`src/rtl/mem_access_unit_if.sv`:
```
// Data-memory bus between the MEM stage and the memory.
// The unit drives the request; the memory returns ack and read data.
interface mem_access_unit_if;
  logic        dmem_req_o;
  logic        dmem_we_o;
  logic [31:0] dmem_addr_o;
  logic [31:0] dmem_wdata_o;
  logic [3:0]  dmem_be_o;
  logic        dmem_ack_i;
  logic [31:0] dmem_rdata_i;

  modport master (
    output dmem_req_o,
    output dmem_we_o,
    output dmem_addr_o,
    output dmem_wdata_o,
    output dmem_be_o,
    input  dmem_ack_i,
    input  dmem_rdata_i
  );

  modport slave (
    input  dmem_req_o,
    input  dmem_we_o,
    input  dmem_addr_o,
    input  dmem_wdata_o,
    input  dmem_be_o,
    output dmem_ack_i,
    output dmem_rdata_i
  );
endinterface

```
`src/rtl/mem_access_unit.sv`:
```
// MEM stage load/store unit: IDLE/REQ/DONE bus sequencer with lane steering.
// Define MEM_ALIGN_CHECK_EN to trap misaligned word/half accesses.
module mem_access_unit (
  input  logic              clk,
  input  logic              rst,
  input  logic              stall_i,
  input  logic              clear,
  input  logic              M_mem_rd_i,
  input  logic              M_mem_wr_i,
  input  logic [1:0]        M_size_i,
  input  logic              M_unsigned_i,
  input  logic [31:0]       M_alu_res_i,
  input  logic [31:0]       M_store_data_i,
  input  logic [4:0]        M_rd_i,
  input  logic              M_w_reg_ena_i,
  input  logic              M_wb_sel_i,
  input  logic [31:0]       M_PC_i,
  output logic [31:0]       mem_data_o,
  output logic [31:0]       alu_res_o,
  output logic [31:0]       PC_o,
  output logic [4:0]        rd_o,
  output logic              w_reg_ena_o,
  output logic              wb_sel_o,
  output logic              mem_stall_o,
  output logic              misalign_o,
  mem_access_unit_if.master dmem
);

  typedef enum logic [1:0] {
    S_IDLE = 2'd0,
    S_REQ  = 2'd1,
    S_DONE = 2'd2
  } state_t;

  state_t      r_state;
  state_t      w_next;

  logic        w_is_byte;
  logic        w_is_half;
  logic        w_is_word;
  logic        w_misalign;
  logic        w_access;
  logic [3:0]  w_be;
  logic [31:0] w_wdata;

  logic [31:0] r_alu;
  logic [31:0] r_pc;
  logic [31:0] r_wdata;
  logic [31:0] r_mem_data;
  logic [4:0]  r_rd;
  logic [3:0]  r_be;
  logic [1:0]  r_size;
  logic        r_we;
  logic        r_ld;
  logic        r_uns;
  logic        r_wen;
  logic        r_wbs;
  logic        r_killed;

  logic [1:0]  w_off;
  logic [31:0] w_shift;
  logic [31:0] w_ld_data;
  logic        w_in_req;

  assign w_is_byte = (M_size_i == 2'b00);
  assign w_is_half = (M_size_i == 2'b01);
  assign w_is_word = M_size_i[1];

`ifdef MEM_ALIGN_CHECK_EN
  assign w_misalign = (M_mem_rd_i | M_mem_wr_i) &
                      ((w_is_word & (|M_alu_res_i[1:0])) |
                       (w_is_half & M_alu_res_i[0]));
`else
  assign w_misalign = 1'b0;
`endif

  assign w_access = (M_mem_rd_i | M_mem_wr_i) & ~clear & ~w_misalign;

  // Byte enables and lane-replicated store data from the live address
  always_comb begin
    w_be    = 4'b1111;
    w_wdata = M_store_data_i;
    unique case (1'b1)
      w_is_byte: begin
        w_be    = 4'b0001 << M_alu_res_i[1:0];
        w_wdata = {4{M_store_data_i[7:0]}};
      end
      w_is_half: begin
        w_be    = M_alu_res_i[1] ? 4'b1100 : 4'b0011;
        w_wdata = {2{M_store_data_i[15:0]}};
      end
      default: begin
        w_be    = 4'b1111;
        w_wdata = M_store_data_i;
      end
    endcase
  end

  // Byte offset of the loaded lane; words always start at lane 0
  always_comb begin
    w_off = 2'b00;
    unique case (1'b1)
      (r_size == 2'b00): w_off = r_alu[1:0];
      (r_size == 2'b01): w_off = {r_alu[1], 1'b0};
      default:           w_off = 2'b00;
    endcase
  end

  assign w_shift = dmem.dmem_rdata_i >> {w_off, 3'b000};

  // Sign- or zero-extend the selected lane
  always_comb begin
    w_ld_data = w_shift;
    unique case (1'b1)
      (r_size == 2'b00):
        w_ld_data = {{24{~r_uns & w_shift[7]}}, w_shift[7:0]};
      (r_size == 2'b01):
        w_ld_data = {{16{~r_uns & w_shift[15]}}, w_shift[15:0]};
      default:
        w_ld_data = w_shift;
    endcase
  end

  assign w_in_req          = (r_state == S_REQ);
  assign dmem.dmem_req_o   = w_in_req;
  assign dmem.dmem_we_o    = w_in_req & r_we;
  assign dmem.dmem_addr_o  = w_in_req ? {r_alu[31:2], 2'b00} : 32'h0;
  assign dmem.dmem_wdata_o = w_in_req ? r_wdata : 32'h0;
  assign dmem.dmem_be_o    = w_in_req ? r_be : 4'b0000;

  // Next state and MEM/WB-facing outputs
  always_comb begin
    w_next      = r_state;
    mem_stall_o = 1'b0;
    misalign_o  = 1'b0;
    mem_data_o  = 32'h0;
    alu_res_o   = M_alu_res_i;
    PC_o        = M_PC_i;
    rd_o        = M_rd_i;
    wb_sel_o    = M_wb_sel_i;
    w_reg_ena_o = M_w_reg_ena_i & ~clear & ~w_misalign;
    unique case (r_state)
      S_IDLE: begin
        misalign_o = w_misalign;
        if (w_access) begin
          mem_stall_o = 1'b1;
          w_next      = S_REQ;
        end
      end
      S_REQ: begin
        mem_stall_o = 1'b1;
        mem_data_o  = r_mem_data;
        alu_res_o   = r_alu;
        PC_o        = r_pc;
        rd_o        = r_rd;
        wb_sel_o    = r_wbs;
        w_reg_ena_o = 1'b0;
        if (dmem.dmem_ack_i) begin
          w_next = S_DONE;
        end
      end
      S_DONE: begin
        mem_data_o  = r_mem_data;
        alu_res_o   = r_alu;
        PC_o        = r_pc;
        rd_o        = r_rd;
        wb_sel_o    = r_wbs;
        w_reg_ena_o = r_wen & ~r_killed & ~clear;
        if (!stall_i) begin
          w_next = S_IDLE;
        end
      end
      default: w_next = S_IDLE;
    endcase
    // Reset overrides the combinational flags immediately
    if (!rst) begin
      mem_stall_o = 1'b0;
      misalign_o  = 1'b0;
    end
  end

  // State register
  always_ff @(posedge clk or negedge rst) begin
    if (!rst) begin
      r_state <= S_IDLE;
    end else begin
      r_state <= w_next;
    end
  end

  // Capture the instruction on issue, load data on ack, kill on clear
  always_ff @(posedge clk or negedge rst) begin
    if (!rst) begin
      r_alu      <= 32'h0;
      r_pc       <= 32'h0;
      r_wdata    <= 32'h0;
      r_mem_data <= 32'h0;
      r_rd       <= 5'h0;
      r_be       <= 4'h0;
      r_size     <= 2'b00;
      r_we       <= 1'b0;
      r_ld       <= 1'b0;
      r_uns      <= 1'b0;
      r_wen      <= 1'b0;
      r_wbs      <= 1'b0;
      r_killed   <= 1'b0;
    end else begin
      unique case (r_state)
        S_IDLE: begin
          if (w_access) begin
            r_alu      <= M_alu_res_i;
            r_pc       <= M_PC_i;
            r_wdata    <= w_wdata;
            r_mem_data <= 32'h0;
            r_rd       <= M_rd_i;
            r_be       <= w_be;
            r_size     <= M_size_i;
            r_we       <= M_mem_wr_i;
            r_ld       <= M_mem_rd_i;
            r_uns      <= M_unsigned_i;
            r_wen      <= M_w_reg_ena_i;
            r_wbs      <= M_wb_sel_i;
            r_killed   <= 1'b0;
          end
        end
        S_REQ: begin
          if (clear) begin
            r_killed <= 1'b1;
          end
          if (dmem.dmem_ack_i) begin
            r_mem_data <= r_ld ? w_ld_data : 32'h0;
          end
        end
        S_DONE: begin
          if (clear) begin
            r_killed <= 1'b1;
          end
        end
        default: begin
          r_killed <= 1'b0;
        end
      endcase
    end
  end

endmodule

```
`src/flat_wrapper.sv`:
```
// flat-port wrapper written by rule: the top's interface ports become plain ports
module mem_access_unit_flat 
  (clk, rst, stall_i, clear, M_mem_rd_i, M_mem_wr_i, M_size_i, M_unsigned_i, M_alu_res_i, M_store_data_i, M_rd_i, M_w_reg_ena_i, M_wb_sel_i, M_PC_i, mem_data_o, alu_res_o, PC_o, rd_o, w_reg_ena_o, wb_sel_o, mem_stall_o, misalign_o, dmem_dmem_req_o, dmem_dmem_we_o, dmem_dmem_addr_o, dmem_dmem_wdata_o, dmem_dmem_be_o, dmem_dmem_ack_i, dmem_dmem_rdata_i);
  mem_access_unit_if dmem_i ();
  input  logic clk;
  input  logic rst;
  input  logic stall_i;
  input  logic clear;
  input  logic M_mem_rd_i;
  input  logic M_mem_wr_i;
  input  logic [1:0] M_size_i;
  input  logic M_unsigned_i;
  input  logic [31:0] M_alu_res_i;
  input  logic [31:0] M_store_data_i;
  input  logic [4:0] M_rd_i;
  input  logic M_w_reg_ena_i;
  input  logic M_wb_sel_i;
  input  logic [31:0] M_PC_i;
  output logic [31:0] mem_data_o;
  output logic [31:0] alu_res_o;
  output logic [31:0] PC_o;
  output logic [4:0] rd_o;
  output logic w_reg_ena_o;
  output logic wb_sel_o;
  output logic mem_stall_o;
  output logic misalign_o;
  output wire logic [$bits(dmem_i.dmem_req_o)-1:0] dmem_dmem_req_o;
  output wire logic [$bits(dmem_i.dmem_we_o)-1:0] dmem_dmem_we_o;
  output wire logic [$bits(dmem_i.dmem_addr_o)-1:0] dmem_dmem_addr_o;
  output wire logic [$bits(dmem_i.dmem_wdata_o)-1:0] dmem_dmem_wdata_o;
  output wire logic [$bits(dmem_i.dmem_be_o)-1:0] dmem_dmem_be_o;
  input wire logic [$bits(dmem_i.dmem_ack_i)-1:0] dmem_dmem_ack_i;
  input wire logic [$bits(dmem_i.dmem_rdata_i)-1:0] dmem_dmem_rdata_i;
  assign dmem_dmem_req_o = dmem_i.dmem_req_o;
  assign dmem_dmem_we_o = dmem_i.dmem_we_o;
  assign dmem_dmem_addr_o = dmem_i.dmem_addr_o;
  assign dmem_dmem_wdata_o = dmem_i.dmem_wdata_o;
  assign dmem_dmem_be_o = dmem_i.dmem_be_o;
  assign dmem_i.dmem_ack_i = dmem_dmem_ack_i;
  assign dmem_i.dmem_rdata_i = dmem_dmem_rdata_i;
  mem_access_unit u_core (.clk(clk), .rst(rst), .stall_i(stall_i), .clear(clear), .M_mem_rd_i(M_mem_rd_i), .M_mem_wr_i(M_mem_wr_i), .M_size_i(M_size_i), .M_unsigned_i(M_unsigned_i), .M_alu_res_i(M_alu_res_i), .M_store_data_i(M_store_data_i), .M_rd_i(M_rd_i), .M_w_reg_ena_i(M_w_reg_ena_i), .M_wb_sel_i(M_wb_sel_i), .M_PC_i(M_PC_i), .mem_data_o(mem_data_o), .alu_res_o(alu_res_o), .PC_o(PC_o), .rd_o(rd_o), .w_reg_ena_o(w_reg_ena_o), .wb_sel_o(wb_sel_o), .mem_stall_o(mem_stall_o), .misalign_o(misalign_o), .dmem(dmem_i));
endmodule
```
`config.mk`:
```
export PLATFORM = sky130hd
export DESIGN_NAME = mem_access_unit_flat
export DESIGN_NICKNAME = d
export VERILOG_FILES = /design/src/rtl/mem_access_unit_if.sv /design/src/rtl/mem_access_unit.sv /design/src/flat_wrapper.sv
export SDC_FILE = /design/constraint.sdc
export NUM_CORES = 1
export LEC_CHECK = 0
export BUFFER_PORTS_ARGS = -buffer_cell sky130_fd_sc_hd__buf_2
export CORE_AREA = 2 2 154 156
export DETAILED_ROUTE_END_ITERATION = 8
export DIE_AREA = 0 0 156 158
export PLACE_DENSITY_LB_ADDON = 0.25
export SLEW_MARGIN = 15
export SYNTH_ARGS = -nofsm -noshare
export SYNTH_HDL_FRONTEND = slang
export SYNTH_SLANG_ARGS = --single-unit
export TNS_END_PERCENT = 10
```
`constraint.sdc`:
```
create_clock -name clk -period 3.9 [get_ports clk]
set_input_delay 0.78 -clock clk [delete_from_list [all_inputs] [get_ports clk]]
set_output_delay 0.78 -clock clk [all_outputs]
set_load 0.1 [all_outputs]
```
Word level (Yosys, flattened, before mapping)
Index checks and enable logic that the tools add are counted.

Register bits after elaboration: 147. Output and inout bits: 175. Word-level logic and storage cells: 72.

Equal/unequal tests: 8. Shift-type cells: 2. Mux-type cells: 28. Bitwise logic cells: 11. Reduce and logical (&&, ||, !) cells: 9.

Operators by type and width (count): $mux 32 (8); $pmux 32 s2 (3); $shr 32x5->32 (1); $mux 4 (2); $pmux 4 s2 (1); $and 1x1->1 (7); $eq 2x1->1 const B (3); $logic_not 2->1 (3); $mux 2 (3); $pmux 1 s2 (3); $pmux 2 s3 (1); $reduce_and 3->1 (2); $mux 1 (5); $mux 5 (1); $ne 2x1->1 const B (2); $ne 2x2->1 const B (2); $pmux 2 s2 (1); $reduce_and 2->1 (2); $shl 1x2->4 const A (1); $not 1->1 (3); $eq 2x2->1 const B (1); $reduce_bool 2->1 (1); $reduce_or 2->1 (1); $or 1x1->1 (1).

Depth between registers and ports, before layout
Gate-level depths: netlist of the first run.

Depth after elaboration: 8. Mapped depth: 10. Depth with buffers taken out: 7.

Least setup slack after synthesis of the first run
OpenSTA, ideal clock, no wires.

Path kind: register to output. From: register u_core.r_state[1]. To: output port w_reg_ena_o. Arrival: 3.465 ns. Slack: -0.345 ns. Stages on the path, launching flop included: 6. Buffers on the path: 2. Path through: dfrtp_1 inv_1 ha_1 buf_6 clkbuf_1 nor3_1.

Longest elaborated chain between the ends: 2. Elaborated cells between the ends (all ways): 3. Classes of those cells: eq/ne (2); mux (1).

RTL lines: start, declared (line mem_access_unit.sv:35) `state_t r_state;`; start signal, assigned (line mem_access_unit.sv:187) `r_state <= w_next;`; $eq 2x1->1; net dmem_dmem_req_o (line flat_wrapper.sv:27) `output wire logic [$bits(dmem_i.dmem_req_o)-1:0] dmem_dmem_req_o;`; $pmux 1 s2 (line mem_access_unit.sv:142) `unique case (r_state)`; end, declared (line flat_wrapper.sv:23) `output logic w_reg_ena_o;`.

The timed path passes the listed nets, and every way through them passes these cells.

Worst setup path after layout of the first run
From: register u_core.r_state[0]. To: output port PC_o[28].

Longest elaborated chain between the ends: 3. Elaborated cells between the ends (all ways): 4. Classes of those cells: eq/ne (2); mux (1); reduce/logical (1).

RTL lines: $eq 2x2->1 or $eq 2x1->1 (tied branches) (line mem_access_unit.sv:142); $reduce_or 2->1 (no source line) (*); $mux 32 (*) (line mem_access_unit.sv:142); end, declared (line flat_wrapper.sv:21) `output logic [31:0] PC_o;`.

Mark *: on every way between the ends. The rest lies on a longest branch, timed or not.

==> implementation parameters, run 1 <==
Parameter                              Value

Run status
  Run status ... complete, no violations

Yosys
  Number of enable flip-flop cells after synthesis ... 0
  Top area cells in the synthesized netlist ... sky130_fd_sc_hd__dfrtp_1, sky130_fd_sc_hd__nand2_1, sky130_fd_sc_hd__mux2_2, sky130_fd_sc_hd__and2_1, sky130_fd_sc_hd__mux2i_1
  Area share of the largest cell type after synthesis ... 0.461
  Post-Syn Area ... 7980 um^2
  Ranking of synthesized cells by instance count ... sky130_fd_sc_hd__nand2_1, sky130_fd_sc_hd__dfrtp_1, sky130_fd_sc_hd__and2_1
  Share of synthesized cell area in and, or, nand and nor gates ... 0.244
  Main combinational cell family by area after synthesis ... simple AND/OR/NAND/NOR gates
  Flops & latches, synth ... 147
  Number of synthesis warnings ... 0
  Most instantiated flip-flop cell in the synthesis netlist ... sky130_fd_sc_hd__dfrtp_1
  Xor and xnor area share after synthesis ... 0
  Most used standard cell by instance count after synthesis ... sky130_fd_sc_hd__nand2_1
  Yosys top cell by area ... sky130_fd_sc_hd__dfrtp_1
  Synthesized netlist cell count ... 851
  Fraction of registers with async set/reset ... 1.00
  Part of the Yosys area used for sequential elements ... 0.461
  Multiplexer area fraction after synthesis ... 0.160
  Compound-cell area share of the yosys netlist ... 0.0844
  Unique cell type count in the Yosys netlist ... 42
  Adder-Cell Fraction of Synth Area ... 0.00471
  Average cell area after synthesis ... 9.37 um^2

STA
  Final period util ... 0.847
  Slew Limit Headroom ... 0.349
  Max-slew violation count ... 0
  Fmax ... 303 MHz
  Setup Viol. Count Final ... 0
  Maximum clock skew at final layout ... 0.00984 ns
  RSZ-0062 raised after global routing ... no
  Shortest clock period the worst path allows after layout ... 3.30 ns
  Fin Hold WS ... 0.158 ns
  Least-Margin Pin Slew ... 0.977 ns
  Final hold violation count ... 0

CTS
  CTS tree ... done
  Reg clk slew, reported paths ... 0.07 ns
  Cts hold-fix bufs ... 0
  Maximum clock path buffer count ... 2
  Number of CTS-inserted buffers ... 17
  Number of resized instances in the post-cts repair step ... 0
  CTS HTree Levels ... 4
  Clock latency on the worst-skew pair ... 0.42 ns
  Library cell used as clock root buffer ... sky130_fd_sc_hd__clkbuf_16
  Clock tree sinks ... 147
  Setup fix buffers added after clock tree synthesis ... 0

Floorplanning
  Top-level I/O count ... 320
  FP Rows ... 56
  Die boundary height ... 158 um
  Core Region ... 23100 um^2
  Horizontal extent of the die ... 156 um
  Starting utilization of the core area ... 0.346
  Die Outline Area ... 24600 um^2

Cells and area
  Inserted Diodes ... 0
  End-of-flow core utilization ... 0.448
  Area Overhead vs Synth ... 29.5%
  Final instance area ... 10300 um^2
  Sequential standard cell area ... 3680 um^2
  Fraction of layout instances using a drive strength above 1 ... 0.405
  Total of fill cells in the finished design ... 2334
  Net count, final ... 1283
  Area of the multi-input gates ... 3980 um^2
  Non-filler instance count after layout ... 1438

GRT
  Antenna violations before repair ... 0
  Global-route usage over all layers ... 0.183
  First-pass GRT wire length ... 35.3 mm
  Largest net degree at the start of global routing ... 73
  Total congestion overflow after global routing ... 0
  Vias in the first global route ... 6621

Critical path
  Arrival time at the worst endpoint ... 2.52 ns
  Required time reported for the critical path endpoint ... 3.12 ns
  Largest driver fanout on the critical path ... 55
  Worst setup path category ... reg2out
  Worst setup EP type ... output pin
  Sort of element at the start of the critical path ... register

Placement
  Area after DPL ... 9740 um^2
  Dpl hpwl ... 16.6 mm
  I/O Buffers ... 316
  Placer's final routability congestion estimate ... 0.804
  Post-placement cell count ... 1406

Routing
  Post-detailed-routing wire length ... 23.1 mm
  Drt pass-1 iters ... 4
  Avg WL per Cell ... 16.1 um
  Vias per cell ... 4.76
  Post-route DRC ... 0
  Residual antenna-violating net count after detailed routing ... 0
  Vias after detailed routing ... 6848
  Initial drt markers ... 324

Flow run
  Max-cap violation count ... 0

Hold path
  Worst min-delay path class ... in2async
==> routing by layer <==
metal,routed length (um),global-route usage,share of wire,vias to the layer above
met5,0,0,0,-
met4,204,0.0454,0.0088,0
met3,1690,0.0537,0.073,9
met2,11200,0.306,0.48,235
met1,10000,0.233,0.43,3241
li1,-,-,-,3363
==> area by class of cell <==
type / instances / share of cell area
sequential: 147 / 0.356
tap: 290 / 0.0351
clock inverter: 15 / 0.0166
multi-input combinational: 637 / 0.385
inverter: 5 / 0.00182
timing repair buffer: 327 / 0.164
clock buffer: 17 / 0.0412
==> cell families after synthesis <==
group | count (synthesis)
simple gates | 433
flops | 147
mux | 110
compound gates | 88
buf+inv | 69
fa+ha+maj | 3
other cells | 1
==> cells in the final DEF, fill, tap and decap left out, types with 3 or more instances in the layout <==
master / instances
sky130_fd_sc_hd__mux4_2: 7
sky130_fd_sc_hd__clkbuf_16: 17
sky130_fd_sc_hd__nor2_1: 11
sky130_fd_sc_hd__mux2_2: 69
sky130_fd_sc_hd__nand2b_1: 3
sky130_fd_sc_hd__buf_4: 9
sky130_fd_sc_hd__and2_1: 100
sky130_fd_sc_hd__conb_1: 3
sky130_fd_sc_hd__o211ai_1: 4
sky130_fd_sc_hd__a221oi_2: 10
sky130_fd_sc_hd__o211ai_2: 4
sky130_fd_sc_hd__o21ai_0: 31
sky130_fd_sc_hd__inv_8: 3
sky130_fd_sc_hd__dfrtp_1: 147
sky130_fd_sc_hd__mux2i_1: 33
sky130_fd_sc_hd__a221oi_1: 6
sky130_fd_sc_hd__buf_2: 315
sky130_fd_sc_hd__a22o_1: 8
sky130_fd_sc_hd__inv_1: 5
sky130_fd_sc_hd__inv_6: 4
sky130_fd_sc_hd__nand2_1: 308
sky130_fd_sc_hd__a21oi_1: 17
==> stage by stage <==
| stage | worst slack, ns | TNS (ns) |
|---|---|---|
| floorplan | -0.118 | -0.118 |
| global placement | 1.02 | 0 |
| detailed placement | 1.01 | 0 |
| CTS | 0.541 | 0 |
| global route | 0.395 | 0 |
| finish | 0.597 | 0 |
==> final timing paths <==
path	from	to	slack, ns	cells past startpoint
max in group asynchronous	rst	u_core.r_alu[1]$_DFFE_PN0P_	2.54	2
min in group clk	u_core.r_wdata[4]$_DFFE_PN0P_	u_core.r_wdata[4]$_DFFE_PN0P_	0.47	2
hold / removal	rst	u_core.r_pc[18]$_DFFE_PN0P_	0.16	1
setup / recovery	u_core.r_state[0]$_DFFE_PN0P_	PC_o[28]	0.60	5
hold reg to reg	u_core.r_wdata[4]$_DFFE_PN0P_	u_core.r_wdata[4]$_DFFE_PN0P_	0.47	2
setup reg to reg	u_core.r_state[1]$_DFFE_PN0P_	u_core.r_mem_data[17]$_DFFE_PN0P_	1.02	8
==> sequential cells by signal, indices dropped and copies added, names as in the netlist <==
name and count:
u_core.r_killed 1, u_core.r_be 4, u_core.r_ld 1, u_core.r_alu 32
u_core.r_pc 32, u_core.r_rd 5, u_core.r_wen 1, u_core.r_wdata 32
u_core.r_uns 1, u_core.r_wbs 1, u_core.r_mem_data 32, u_core.r_we 1
u_core.r_state 2, u_core.r_size 2
==> critical path, cell delays in order (launching register included) <==
cell and delay, ns:
sky130_fd_sc_hd__dfrtp_1 0.36, sky130_fd_sc_hd__inv_1 0.10, sky130_fd_sc_hd__ha_4 0.59, sky130_fd_sc_hd__buf_12 0.33, sky130_fd_sc_hd__mux2_2 0.38, sky130_fd_sc_hd__buf_2 0.29
Power of run 1 is left out: the tool's default activity adds up to more than one toggle a clock period on the data nets, which glitch-free logic cannot reach.
==> run 2, diff against run 1 <==
Clock period 3.9 ns to 3.4 ns, I/O delays scaled along.
==> run 2 against run 1 <==
Compared with the run above: worst setup slack worse by 0.40 ns; sequential share of layout area fell by 0.17 points; routed wire length decreased by 0.35%; die area stayed put; register-to-register slack better by 0.08 ns; cell count up 0.14%; core utilization grew 0.21 points; critical path depth is the same; worst hold slack improved by 0.25 ns; non-clock buffer count unchanged; global-route usage rose by 0.18 points; count of clock-buffer cells in the layout increased by 3; critical path type unchanged; highest routed layer unchanged.
==> implementation parameters, run 2 (synthesis gave the netlist of run 1 again) <==
Parameter                              Value

Routing
  Drt pass-1 iters ... 4 (unchanged)
  Post-route DRC ... 0 (unchanged)
  Vias after detailed routing ... 6903 (+0.80%)
  Met2 wirelength from detailed routing ... 11.0 mm (-1.0%)
  Vias per cell ... 4.79 (+0.66%)
  Initial drt markers ... 349 (+7.7%)
  Residual antenna-violating net count after detailed routing ... 0 (unchanged)
  Post-detailed-routing wire length ... 23.0 mm (-0.35%)
  Wire length on met3 ... 1.64 mm (-3.0%)
  Avg WL per Cell ... 16.0 um (-0.48%)
  Top Layer Used ... met4
  Met1 Routed Length ... 10.1 mm (+0.15%)

Cells and area
  Fraction of layout instances using a drive strength above 1 ... 0.404 (-0.000871)
  Most frequent cells in the layout ... sky130_fd_sc_hd__buf_2, sky130_fd_sc_hd__nand2_1, sky130_fd_sc_hd__dfrtp_1
  Area Overhead vs Synth ... 30.1%
  Most common cell after layout, fill and taps aside ... sky130_fd_sc_hd__buf_2
  Total of fill cells in the finished design ... 2347 (+0.56%)
  Net count, final ... 1283 (unchanged)

Floorplanning
  FP Rows ... 56 (unchanged)
  Core Region ... 23100 um^2 (unchanged)
  Starting utilization of the core area ... 0.346 (unchanged)
  Horizontal extent of the die ... 156 um (unchanged)
  Die boundary height ... 158 um (unchanged)
  Die Outline Area ... 24600 um^2 (unchanged)
  Top-level I/O count ... 320 (unchanged)

CTS
  Number of resized instances in the post-cts repair step ... 0 (unchanged)
  Clock tree sinks ... 147 (unchanged)
  Setup fix buffers added after clock tree synthesis ... 0 (unchanged)
  Clock latency on the worst-skew pair ... 0.43 ns (about the same)
  Library cell used as clock root buffer ... sky130_fd_sc_hd__clkbuf_16
  CTS tree ... done
  Reg clk slew, reported paths ... 0.07 ns (about the same)
  Maximum clock path buffer count ... 2 (unchanged)
  CTS HTree Levels ... 4 (unchanged)
  Cts hold-fix bufs ... 0 (unchanged)
  Number of CTS-inserted buffers ... 17 (unchanged)

Flow run
  Max-cap violation count ... 0 (unchanged)

Run status
  Run status ... complete, no violations

Placement
  Placer's final routability congestion estimate ... 0.788 (-2.0%)
  Dpl hpwl ... 16.0 mm (-3.7%)
  Worst slack at placement ... 0.603 ns (-0.403 ns)
  I/O Buffers ... 316 (unchanged)

STA
  Final hold violation count ... 0 (unchanged)
  Least-Margin Pin Slew ... 0.887 ns (-0.0899 ns)
  Shortest clock period the worst path allows after layout ... 3.21 ns
  Maximum clock skew at final layout ... 0.0154 ns (+0.00561 ns)
  RSZ-0062 raised after global routing ... no
  Max-slew violation count ... 0 (unchanged)
  Smallest setup slack after layout ... 0.194 ns (-0.402 ns)
  Fmax ... 312 MHz
  Setup Viol. Count Final ... 0 (unchanged)
  Slew Limit Headroom ... 0.408 (+0.0599)
  Final period util ... 0.943

Critical path
  Series of cell instances along the critical path ... inv_1, ha_4, buf_12, mux2_2, buf_2
  Master of the slowest instance on the critical path ... sky130_fd_sc_hd__ha_4
  Worst R2R Setup Slack ... 1.10 ns (+0.08 ns)
  Sort of element at the start of the critical path ... register
  Worst setup EP type ... output pin
  Largest driver fanout on the critical path ... 53 (-3.6%)
  Highest cell delay on the worst timing path ... 0.66 ns (+0.07 ns)
  Arrival time at the worst endpoint ... 2.53 ns (about the same)
  Worst setup path category ... reg2out
  Kind of cell adding the most delay to the critical path ... buffers and inverters
  Required time reported for the critical path endpoint ... 2.72 ns (-0.40 ns)
  Buffer and inverter count on the worst path ... 3 (unchanged)

GRT
  Global-route usage over all layers ... 0.185 (+0.00181)
  First-pass GRT wire length ... 36.0 mm (+2.2%)
  Total congestion overflow after global routing ... 0 (unchanged)
  Largest net degree at the start of global routing ... 148 (+100%)
  Vias in the first global route ... 6736 (+1.7%)
  Antenna violations before repair ... 0 (unchanged)

Hold path
  Worst min-delay path class ... in2async
[run 2: changes by cell type in the layout (fill, tap and decap cells not counted), sizes merged]
cell / delta
inv: -2
clkinvlp: +1
clkbuf: +3
clkinv: -2
diode: +2
[run 2: path summary, 6_finish.rpt]
| path | startpoint | endpoint | depth (start not counted) |
|---|---|---|---|
| worst max-delay path | u_core.r_state[1]$_DFFE_PN0P_ | PC_o[23] | 5 |
| worst min-delay path | rst | u_core.r_pc[13]$_DFFE_PN0P_ | 2 |
| worst max register to register | u_core.r_state[1]$_DFFE_PN0P_ | u_core.r_mem_data[20]$_DFFE_PN0P_ | 8 |
| worst min register to register | u_core.r_wdata[0]$_DFFE_PN0P_ | u_core.r_wdata[0]$_DFFE_PN0P_ | 2 |
| max in group asynchronous | rst | u_core.r_size[0]$_DFFE_PN0P_ | 2 |
| min in group clk | M_PC_i[27] | u_core.r_pc[27]$_DFFE_PN0P_ | 3 |
[run 2: metrics by stage]
stage | hold WS [ns] | cell area, um^2 | setup TNS (ns) | std cells | util
floorplan | 0.384 | 7990 | -0.518 | 853 | -
global placement | 0.454 | 9780 | 0 | 1406 | 0.424
detailed placement | 0.460 | 9780 | 0 | 1406 | 0.424
CTS | 0.438 | 10400 | 0 | 1438 | 0.450
global route | 0.456 | 10400 | 0 | 1438 | 0.450
finish | 0.406 | 10400 | 0 | 1440 | 0.450
[run 2: layout make-up]
| type | instances | area (um^2) | share of cell area |
|---|---|---|---|
| multi-input cells | 637 | 3980 | 0.383 |
| flip-flops and latches | 147 | 3680 | 0.354 |
| repair buffers | 327 | 1740 | 0.167 |
| clock buffers | 20 | 457 | 0.0440 |
| well taps | 290 | 363 | 0.0350 |
| clock inverters | 12 | 144 | 0.0139 |
| inverters | 5 | 18.8 | 0.00181 |
| diodes | 2 | 5.00 | 0.000482 |
[run 2: metal layers]
metal | vias up | GRT usage
li1 | 3373 | -
met1 | 3278 | 0.238
met2 | 238 | 0.304
met3 | 14 | 0.0482
met4 | 0 | 0.0594
met5 | - | 0
Power of run 2 is left out for the same reason.
==> run 3, diff against run 2 <==
==> constraint.sdc (replaced) <==
create_clock -name clk -period 3.4 [get_ports clk]
set_input_delay 0.51 -clock clk [delete_from_list [all_inputs] [get_ports clk]]
set_output_delay 0.51 -clock clk [all_outputs]
set_load 0.1 [all_outputs]
==> run 3 against run 2 <==
Compared with the run above: worst hold slack got worse by 0.20 ns; final area decreased by 0.25%; cell count fell by 0.21%; count of clock-buffer cells in the layout stayed put; via count shrank 0.85%; routed wire length shrank 2.0%; core utilization shrank 0.11 points; global-route usage is 0.37 points lower; critical path depth is the same; fmax grew 3.0%; first-iteration DRC count fell by 31%.
==> implementation parameters, run 3 (synthesis gave the netlist of run 1 again) <==
Parameter                              Value

Critical path
  Worst setup path category ... reg2out
  Launch instance of the worst register-to-register path ... u_core.r_state[1]$_DFFE_PN0P_
  Required time reported for the critical path endpoint ... 2.89 ns (+0.17 ns)
  Reg2Reg Depth ... 8 (unchanged)
  Largest driver fanout on the critical path ... 63 (+19%)
  Capture point of the worst reg-to-reg path ... u_core.r_mem_data[16]$_DFFE_PN0P_
  Sort of element at the start of the critical path ... register
  Worst setup EP type ... output pin
  Arrival time at the worst endpoint ... 2.60 ns (+0.07 ns)
  Worst R2R Setup Slack ... 0.85 ns (-0.25 ns)

Floorplanning
  Die boundary height ... 158 um (unchanged)
  Die Outline Area ... 24600 um^2 (unchanged)
  FP Rows ... 56 (unchanged)
  Top-level I/O count ... 320 (unchanged)
  Horizontal extent of the die ... 156 um (unchanged)
  Starting utilization of the core area ... 0.346 (unchanged)
  Core Region ... 23100 um^2 (unchanged)

Routing
  Post-route DRC ... 0 (unchanged)
  Residual antenna-violating net count after detailed routing ... 0 (unchanged)
  Drt pass-1 iters ... 4 (unchanged)
  Avg WL per Cell ... 15.7 um (-1.8%)
  Vias per cell ... 4.76 (-0.65%)
  Vias after detailed routing ... 6844 (-0.85%)
  Initial drt markers ... 241 (-31%)
  Post-detailed-routing wire length ... 22.6 mm (-2.0%)

STA
  Setup Viol. Count Final ... 0 (unchanged)
  Fmax ... 321 MHz (+3.0%)
  RSZ-0062 raised after global routing ... no
  Smallest setup slack after layout ... 0.287 ns (+0.0927 ns)
  Least-Margin Pin Slew ... 0.888 ns (+0.000939 ns)
  Maximum clock skew at final layout ... 0.0125 ns (-0.00295 ns)
  Final hold violation count ... 0 (unchanged)
  Fin Hold WS ... 0.207 ns (-0.200 ns)
  Max-slew violation count ... 0 (unchanged)
  Final period util ... 0.916 (-0.0273)
  Slew Limit Headroom ... 0.408 (-0.000626)
  Shortest clock period the worst path allows after layout ... 3.11 ns (-0.0927 ns)

CTS
  Library cell used as clock root buffer ... sky130_fd_sc_hd__clkbuf_16
  Maximum clock path buffer count ... 2 (unchanged)
  Clock tree sinks ... 147 (unchanged)
  Number of CTS-inserted buffers ... 17 (unchanged)
  CTS HTree Levels ... 4 (unchanged)
  Number of resized instances in the post-cts repair step ... 0 (unchanged)
  Clock latency on the worst-skew pair ... 0.42 ns (about the same)
  Setup fix buffers added after clock tree synthesis ... 0 (unchanged)
  CTS tree ... done
  Cts hold-fix bufs ... 0 (unchanged)
  Reg clk slew, reported paths ... 0.07 ns (about the same)

Cells and area
  Area Overhead vs Synth ... 29.8%
  Fraction of layout instances using a drive strength above 1 ... 0.404 (-0.000519)
  Net count, final ... 1282 (-0.078%)
  Most common cell after layout, fill and taps aside ... sky130_fd_sc_hd__buf_2
  End-of-flow core utilization ... 0.449 (-0.00114)
  Inserted Diodes ... 0 (-2)
  Most frequent cells in the layout ... sky130_fd_sc_hd__buf_2, sky130_fd_sc_hd__nand2_1, sky130_fd_sc_hd__dfrtp_1

Flow run
  Max-cap violation count ... 0 (unchanged)

GRT
  Total congestion overflow after global routing ... 0 (unchanged)
  Antenna violations before repair ... 1 (+1)
  Vias in the first global route ... 6650 (-1.3%)
  Global-route usage over all layers ... 0.181 (-0.00372)
  Largest net degree at the start of global routing ... 148 (unchanged)
  First-pass GRT wire length ... 35.2 mm (-2.2%)

Placement
  Worst slack at placement ... 0.685 ns (+0.0821 ns)
  Dpl hpwl ... 15.7 mm (-1.7%)
  Placer's final routability congestion estimate ... 0.793 (+0.63%)
  I/O Buffers ... 316 (unchanged)

Hold path
  Worst min-delay path class ... in2async

Run status
  Run status ... complete, no violations
==> run 3: layout make-up <==
type | instances | area [um^2]
clock inverters | 12 | 145
well taps | 290 | 363
inverters | 5 | 18.8
fillers | 2265 | 12700
clock buffers | 20 | 457
repair buffers | 326 | 1710
flip-flops and latches | 147 | 3680
multi-input cells | 637 | 3980
==> run 3: worst max-delay path by stage <==
stage | startpoint | end | slack [ns] | depth (start not counted)
2_1_floorplan | u_core.r_state[0]$_DFFE_PN0P_ | alu_res_o[1] | -0.35 | 6
6_report | u_core.r_state[0]$_DFFE_PN0P_ | PC_o[24] | 0.29 | 5
3_3_place_gp | u_core.r_state[0]$_DFFE_PN0P_ | alu_res_o[31] | 0.76 | 5
3_5_place_dp | u_core.r_state[0]$_DFFE_PN0P_ | PC_o[24] | 0.69 | 5
4_1_cts | u_core.r_state[0]$_DFFE_PN0P_ | PC_o[24] | 0.24 | 5
5_1_grt | u_core.r_state[0]$_DFFE_PN0P_ | PC_o[24] | 0.15 | 5
==> run 3: critical path: stages (launching register included) <==
cell                      delay (ns)
sky130_fd_sc_hd__dfrtp_1        0.36
sky130_fd_sc_hd__inv_1          0.09
sky130_fd_sc_hd__ha_4           0.72
sky130_fd_sc_hd__buf_12         0.31
sky130_fd_sc_hd__mux2_2         0.37
sky130_fd_sc_hd__buf_2          0.29
==> run 3: per-stage QoR <==
stage	TNS, ns	cell area [um^2]	std cells
floorplan	-0.348	7990	853
global placement	0	9750	1405
detailed placement	0	9750	1405
CTS	0	10400	1437
global route	0	10400	1437
finish	0	10400	1437
==> run 3: layer usage <==
metal,part of all wire,track usage
met5,0.00058,0
met4,0.014,0.0520
met2,0.48,0.294
met3,0.066,0.0479
met1,0.44,0.239
Power of run 3 is left out for the same reason.
